--- src/rtl/morningjava_seg7_reader.sv ---
// morningjava_seg7_reader
//
// Samples an asynchronous 8-bit 7-segment bus (pgfedcba, active-high).
// It waits until the pattern has been stable for STABLE_CYCLES synchronized
// samples, then decodes it to a hex nibble plus decimal-point, blank and
// invalid flags. Each new stable pattern is reported once over valid/ready.
//
// Ports:
//   clk           system clock, rising edge
//   rst_n         asynchronous active-low reset
//   segments_in   raw segment lines, bit7 = p, bit6..0 = g..a (async to clk)
//   ready         consumer accepts the current report
//   clear_overrun synchronous clear of the sticky overrun flag
//   data_out      decoded nibble (0 for blank or invalid patterns)
//   dp_out        captured decimal point (bit7)
//   blank_out     captured g..a were all zero
//   invalid_out   captured g..a is neither a hex digit nor blank
//   valid         report fields are held and valid
//   overrun       sticky; a stable pattern was lost before being reported
module morningjava_seg7_reader #(
  parameter int unsigned STABLE_CYCLES = 4
) (
  input  logic       clk,
  input  logic       rst_n,
  input  logic [7:0] segments_in,
  input  logic       ready,
  input  logic       clear_overrun,
  output logic [3:0] data_out,
  output logic       dp_out,
  output logic       blank_out,
  output logic       invalid_out,
  output logic       valid,
  output logic       overrun
);

  localparam logic [0:0] ST_IDLE = 1'b0;
  localparam logic [0:0] ST_HOLD = 1'b1;
  localparam logic [7:0] STABLE_TARGET = 8'(STABLE_CYCLES);

  logic [7:0] sync_meta;
  logic [7:0] sync_pat;
  logic [7:0] count;
  logic [7:0] committed;
  logic [7:0] pending_pat;
  logic       pending_valid;
  logic [0:0] state;

  logic       stable;
  logic       new_event;
  logic       load_report;
  logic       release_hold;
  logic       overrun_set;
  logic [3:0] dec_data;
  logic       dec_blank;
  logic       dec_invalid;

  // Two-flop synchronizer on the whole bus.
  always_ff @(posedge clk or negedge rst_n) begin
    if (!rst_n) begin
      sync_meta <= 8'h00;
      sync_pat  <= 8'h00;
    end else begin
      sync_meta <= segments_in;
      sync_pat  <= sync_meta;
    end
  end

  // Run length of the synchronized value. sync_meta is the value sync_pat
  // takes on this edge, so a difference there means the run restarts at 1
  // with the new value. This lands "stable" exactly STABLE_CYCLES edges
  // after sync_pat changes.
  always_ff @(posedge clk or negedge rst_n) begin
    if (!rst_n) begin
      count <= 8'd0;
    end else if (sync_meta != sync_pat) begin
      count <= 8'd1;
    end else if (count != STABLE_TARGET) begin
      count <= count + 8'd1;
    end
  end

  assign stable       = (count == STABLE_TARGET);
  assign new_event    = stable && (sync_pat != committed);
  assign release_hold = (state == ST_HOLD) && ready;
  assign load_report  = new_event && ((state == ST_IDLE) || release_hold);
  // A second, different stable pattern arrived while one was still waiting.
  // new_event already guarantees the pattern differs from committed.
  assign overrun_set  = (state == ST_HOLD) && !ready && new_event &&
                        pending_valid && (sync_pat != pending_pat);

  always_comb begin
    dec_data    = 4'h0;
    dec_blank   = 1'b0;
    dec_invalid = 1'b0;
    case (sync_pat[6:0])
      7'h3F: dec_data = 4'h0;
      7'h06: dec_data = 4'h1;
      7'h5B: dec_data = 4'h2;
      7'h4F: dec_data = 4'h3;
      7'h66: dec_data = 4'h4;
      7'h6D: dec_data = 4'h5;
      7'h7D: dec_data = 4'h6;
      7'h07: dec_data = 4'h7;
      7'h7F: dec_data = 4'h8;
      7'h67: dec_data = 4'h9;
      7'h77: dec_data = 4'hA;
      7'h7C: dec_data = 4'hB;
      7'h39: dec_data = 4'hC;
      7'h5E: dec_data = 4'hD;
      7'h79: dec_data = 4'hE;
      7'h71: dec_data = 4'hF;
      7'h00: dec_blank = 1'b1;
      default: dec_invalid = 1'b1;
    endcase
  end

  // Report FSM. A release with a simultaneous event reloads straight away
  // so back-to-back reports keep valid high.
  always_ff @(posedge clk or negedge rst_n) begin
    if (!rst_n) begin
      state       <= ST_IDLE;
      committed   <= 8'h00;
      data_out    <= 4'h0;
      dp_out      <= 1'b0;
      blank_out   <= 1'b1;
      invalid_out <= 1'b0;
    end else if (load_report) begin
      state       <= ST_HOLD;
      committed   <= sync_pat;
      data_out    <= dec_data;
      dp_out      <= sync_pat[7];
      blank_out   <= dec_blank;
      invalid_out <= dec_invalid;
    end else if (release_hold) begin
      state <= ST_IDLE;
    end
  end

  // Remembers the pattern waiting behind a held report. It is never reported
  // from here; the release re-evaluates the live stable pattern instead.
  always_ff @(posedge clk or negedge rst_n) begin
    if (!rst_n) begin
      pending_valid <= 1'b0;
      pending_pat   <= 8'h00;
    end else if (release_hold) begin
      pending_valid <= 1'b0;
    end else if ((state == ST_HOLD) && new_event) begin
      pending_valid <= 1'b1;
      pending_pat   <= sync_pat;
    end
  end

  // Sticky overrun; a set in the same cycle as a clear takes priority.
  always_ff @(posedge clk or negedge rst_n) begin
    if (!rst_n) begin
      overrun <= 1'b0;
    end else if (overrun_set) begin
      overrun <= 1'b1;
    end else if (clear_overrun) begin
      overrun <= 1'b0;
    end
  end

  assign valid = (state == ST_HOLD);

endmodule

--- config.mk ---
export PLATFORM = sky130hd
export DESIGN_NAME = morningjava_seg7_reader
export DESIGN_NICKNAME = d
export VERILOG_FILES = /design/src/rtl/morningjava_seg7_reader.sv
export SDC_FILE = /design/constraint.sdc
export NUM_CORES = 1
export LEC_CHECK = 0
export ABC_CLOCK_PERIOD_IN_PS = 6200
export CORE_AREA = 2 2 78 80
export CTS_CLUSTER_DIAMETER = 150
export DETAILED_ROUTE_END_ITERATION = 10
export DIE_AREA = 0 0 80 82
export GPL_TIMING_DRIVEN = 0
export HOLD_SLACK_MARGIN = 0.02
export SLEW_MARGIN = 20
export SYNTH_ARGS = -nofsm -noshare
export SYNTH_HDL_FRONTEND = slang
export SYNTH_SLANG_ARGS = --single-unit
--- constraint.sdc ---
create_clock -name clk -period 6.2 [get_ports clk]
set_clock_uncertainty 0.15 [all_clocks]
set_input_delay 0.93 -clock clk [delete_from_list [all_inputs] [get_ports clk]]
set_output_delay 0.93 -clock clk [all_outputs]
set_load 0.01 [all_outputs]
# After elaboration in Yosys (flattened, before gate mapping)
# Cells that the tools add are included.
[op_classes]
add_sub_neg = 1
n_eq_ne = 21
muxes = 11
bitwise_logic = 2
n_reduce_logical = 17
[ops]
columns = ["cell", "count"]
rows = [
  ["$eq 7x7->1 const B", 12],
  ["$pmux 4 s15", 1],
  ["$ne 8x8->1", 3],
  ["$reduce_or 17->1", 1],
  ["$mux 8", 2],
  ["$eq 7x3->1 const B", 2],
  ["$eq 7x6->1 const B", 2],
  ["$add 8x1->8 const B", 1],
  ["$eq 8x3->1 const B", 1],
  ["$logic_and 1x1->1", 8],
  ["$mux 1", 8],
  ["$ne 8x3->1 const B", 1],
  ["$reduce_bool 2->1", 4],
  ["$logic_not 7->1", 1],
  ["$not 1->1", 2],
  ["$reduce_and 2->1", 1],
  ["$logic_not 1->1", 1],
  ["$logic_or 1x1->1", 1],
]
[totals]
regBits = 50
output_inout_bits = 9
elab_cells = 64

# Longest topological paths before layout
[depth]
word_depth = 6
mapped_depth = 8

# Worst setup path after synthesis
# Ideal clock, no wire load.
[synth_path]
path_kind = "input port to flip-flop"
start = "input port ready"
end = "register pending_pat[0]"
setup_ns = 0.125
t_arrival_ns = 1.910
required_ns = 5.925
setup_slack_ns = 4.015
path_stages = 3
path_buffers = 0
cell_sequence = "or2b_2 > nor2_2 > mux2_2"
[synth_via]
elab_chain_cells = 3
[synth_lines]
columns = ["element", "line", "rtl"]
rows = [
  ["from (decl)", "26", "input logic ready,"],
  ["$logic_and 1x1->1", "84", "assign release_hold = (state == ST_HOLD) && ready;"],
  ["$not 1->1 (no source line)", "-", ""],
  ["$reduce_and 2->1 (no source line)", "-", ""],
  ["to (signal assigned)", "149", "pending_pat <= sync_pat;"],
  ["to (decl)", "44", "logic [7:0] pending_pat;"],
]
# No other way between the ends.
# A chain may end at the register's enable or synchronous reset.

# Final worst setup path
[layout_path]
start = "register blank_out"
end = "output port blank_out"
[layout_lines]
columns = ["element", "line", "rtl"]
rows = [
  ["from (decl)", "30", "output logic blank_out,"],
  ["from (signal assigned)", "132", "blank_out <= dec_blank;"],
]
# No word-level cell between the ends.

==> reports/metrics.csv <==
stage,metric,value,unit
worst_setup_path,worst setup path endpoint,blank_out,
hold_path,HP Class,reg2reg,
worst_setup_path,Critical Path AT,1.36,ns
logic_synthesis,Post-synth top flop,dfrtp_1,
logic_synthesis,post-synth top area cell,dfrtp_1,
detailed_routing,uppermost layer routed,met4,
global_routing,largest net degree at the start of global routing,30,
cells_and_area,final instance area,2887,um^2
die,core area,5746,um^2
detailed_routing,Pre-antenna DRT Iters,4,
detailed_routing,met1 wire length,2205,um
sta,fin crit share,39.38,%
cells_and_area,"leading cell type in the layout, fill and taps excluded",dfrtp_1,
detailed_routing,routed vias/inst,5.232,
sta,worst slew pin tran,0.5593,ns
logic_synthesis,fraction of registers with async set/reset,100.0,%
worst_setup_path,"Buf+Inv Stages, Crit Path",1,
logic_synthesis,register area share after synthesis,49.77,%
worst_setup_path,Worst path depth,1,
place,area post-placement,2775,um^2
global_routing,number of global-route vias before repair,1641,
sta,Fin Hold WS,0.2471,ns
sta,Setup TNS,0,ns
detailed_routing,final wirelength,4702,um
power,Switching Fraction,23.63,%
clock_network,clock root buffer,clkbuf_8,
power,clock power share,37.6,%
sta,Fmax,0.4096,GHz
die,num rows,28,
detailed_routing,DRC errors left,0,
worst_setup_path,worst path cell trace,clkdlybuf4s50_1,
sta,count of final setup violators,0,
detailed_routing,WL met2,2167,um
sta,fin. max-slew vios,0,
worst_setup_path,Startpoint Class,flop,
clock_network,clock sinks,49,
logic_synthesis,"Avg Cell Area, Syn",11.26,um^2
power,part of the power in combinational logic,8.6,%
global_routing,GRT Residual Overflow,0,
power,PD cells,212.6,nW/um^2
clock_network,buffer depth of the longest clock path,2,
logic_synthesis,cells after synthesis,219,
sta,Final Hold Vio Count,0,
run_status,result of the run,"finished, final reports clean",
logic_synthesis,top post-synthesis cells by area,"dfrtp_1, xor2_1, mux2_2",
logic_synthesis,Netlist Area Pre-Place,2466,um^2
cells_and_area,Filler Cells Inserted,521,
worst_setup_path,top cell family by delay on the critical path,flip-flops,
worst_setup_path,worst-path maximum fanout,2,
logic_synthesis,top-area cell type share of the netlist area,48.71,%
worst_setup_path,CP Data Required Time,5.12,ns
clock_network,cts bufs inserted,5,
clock_network,Post-CTS Hold Buffers,0,
logic_synthesis,Netlist cell types,43,
clock_network,TritonCTS clock tree,done,
worst_setup_path,max incr delay on CP,0.54,ns
global_routing,global-route usage over all layers,16.22,%
cells_and_area,Area Overhead vs Synth,17.05,%
clock_network,"Reg clk slew, reported paths",0.08,ns
place,GPL Wtd Cong,0.8309,
sta,min Tclk post-route,2.441,ns
detailed_routing,routed vias,1690,
logic_synthesis,syn_nets,233,
power,P_leak,1.280,nW
detailed_routing,violation count after the first detailed-route iteration,157,
clock_network,# Post-CTS Setup Buffers,0,
worst_setup_path,Worst setup EP type,output pin,
worst_setup_path,Crit Path Class,reg2out,
die,die width,80,um
cells_and_area,share of cells above drive strength 1,19.35,%
power,Int Pwr,0.0004686,W
logic_synthesis,#FFs+latches synth,49,
logic_synthesis,Post-synth EDFFs,0,
place,detailed placement HPWL,3316,um
job,Max Cap Viol,0,
cells_and_area,Layout Nets,261,
hold_path,Hold Startpoint,sync_meta[0],
global_routing,first-pass GRT wire length,8100,um
detailed_routing,wire length on met3,246,um
worst_setup_path,r2r startpoint,count[0],
power,peak supply drop,0.1305,mV
sta,RSZ-0062 raised after global routing,false,
detailed_routing,Routed Antenna Nets,0,
clock_network,H-tree depth,2,
place,port bufs,20,
die,starting density of the core,42.92,%
power,net switching power,0.0001450,W
global_routing,antenna violations before repair,0,
power,Pwr Total,0.0006136,W
clock_network,clock latency at the later pin of the worst-skew pair,0.31,ns
detailed_routing,DR WL/cell,14.56,um
worst_setup_path,crit path max-delay cell type,dfstp_2,
worst_setup_path,worst reg-to-reg setup slack,3.88,ns
die,die area,6560,um^2
die,Die Y,82,um
power,part of the power in registers,53.8,%
worst_setup_path,crit path launch,blank_out,
worst_setup_path,worst reg2reg path endpoint,pending_pat[1],
cells_and_area,diode count,0,
die,io pins,21,
worst_setup_path,R2R depth,7,
cells_and_area,"commonest cells after routing, fill and taps aside","dfrtp_1, xor2_1, clkdlybuf4s50_1, nor2_1, xnor2_1",
clock_network,post-cts resize count,0,
logic_synthesis,Yosys warnings,0,
sta,Max-slew headroom,62.71,%
[worst min-delay path by stage]
stage,cells after the start,to,slack (ns)
floorplan,0,sync_pat[0],0.22
global placement,0,sync_pat[4],0.23
detailed placement,0,sync_pat[0],0.23
CTS,0,sync_pat[0],0.25
global route,0,sync_pat[1],0.27
finish,0,sync_pat[0],0.25
[metal layers]
| metal | vias to the layer above | track usage [%] |
|---|---|---|
| li1 | 816 | - |
| met1 | 808 | 21.90 |
| met2 | 57 | 25.25 |
| met3 | 9 | 4.396 |
| met4 | 0 | 5.593 |
| met5 | - | 0 |
[synthesized netlist by cell type, types with 5 or more instances]
cell type	count
mux2_4	9
inv_1	5
dfrtp_1	48
nor2_1	17
xor2_1	19
mux2_2	13
nand3_1	9
a21oi_1	7
nand4_1	5
buf_2	9
nand2_1	9
xnor2_1	14
o21ai_0	6
[cell families (layout without fill, tap and decap cells)]
kind of cell | Yosys count | in the layout | share of synthesized area (%)
buf+inv | 18 | 47 | 3.653
compound gates | 27 | 27 | 7.357
flops | 49 | 49 | 49.77
mux | 22 | 22 | 11.42
fa+ha+maj | 2 | 2 | 1.015
simple gates | 68 | 68 | 15.07
xor+xnor | 33 | 33 | 11.72
[cell type report]
class	count	area, um^2	area share (%)
plain buffers	13	71.32	2.471
clock buffers	6	72.57	2.514
inverters	5	18.77	0.6502
flip-flops and latches	49	1227	42.52
repair buffers	21	215.2	7.456
clock inverters	2	38.79	1.344
multi-input cells	152	1149	39.79
well taps	75	93.84	3.251
[metrics by stage]
| stage | util, % | worst slack (ns) | std cells |
|---|---|---|---|
| final | 50.24 | 3.759 | 323 |
| after global routing | 50.24 | 3.685 | 323 |
| after CTS | 50.24 | 3.744 | 323 |
| after detailed placement | 48.30 | 3.438 | 315 |
| after global placement | 48.04 | 2.593 | 314 |
| after floorplan | - | 4.015 | 219 |
[power by group through the flow]
stage | combinational [W] | clock, W | sequential, W
after floorplan | 0.0000309 | 0 | 0.000335
after global placement | 0.0000522 | 0 | 0.000336
after detailed placement | 0.0000530 | 0 | 0.000337
after CTS | 0.0000532 | 0.000239 | 0.000330
after global routing | 0.0000594 | 0.000254 | 0.000331
final | 0.0000529 | 0.000231 | 0.000330
[registers in the layout (all words and copies together), names as in the netlist]
register,count
invalid_out,1
sync_pat,8
overrun,1
data_out,4
sync_meta,8
valid,1
blank_out,1
pending_pat,8
dp_out,1
pending_valid,1
count,8
committed,7
(Power assumes the default switching activity.)
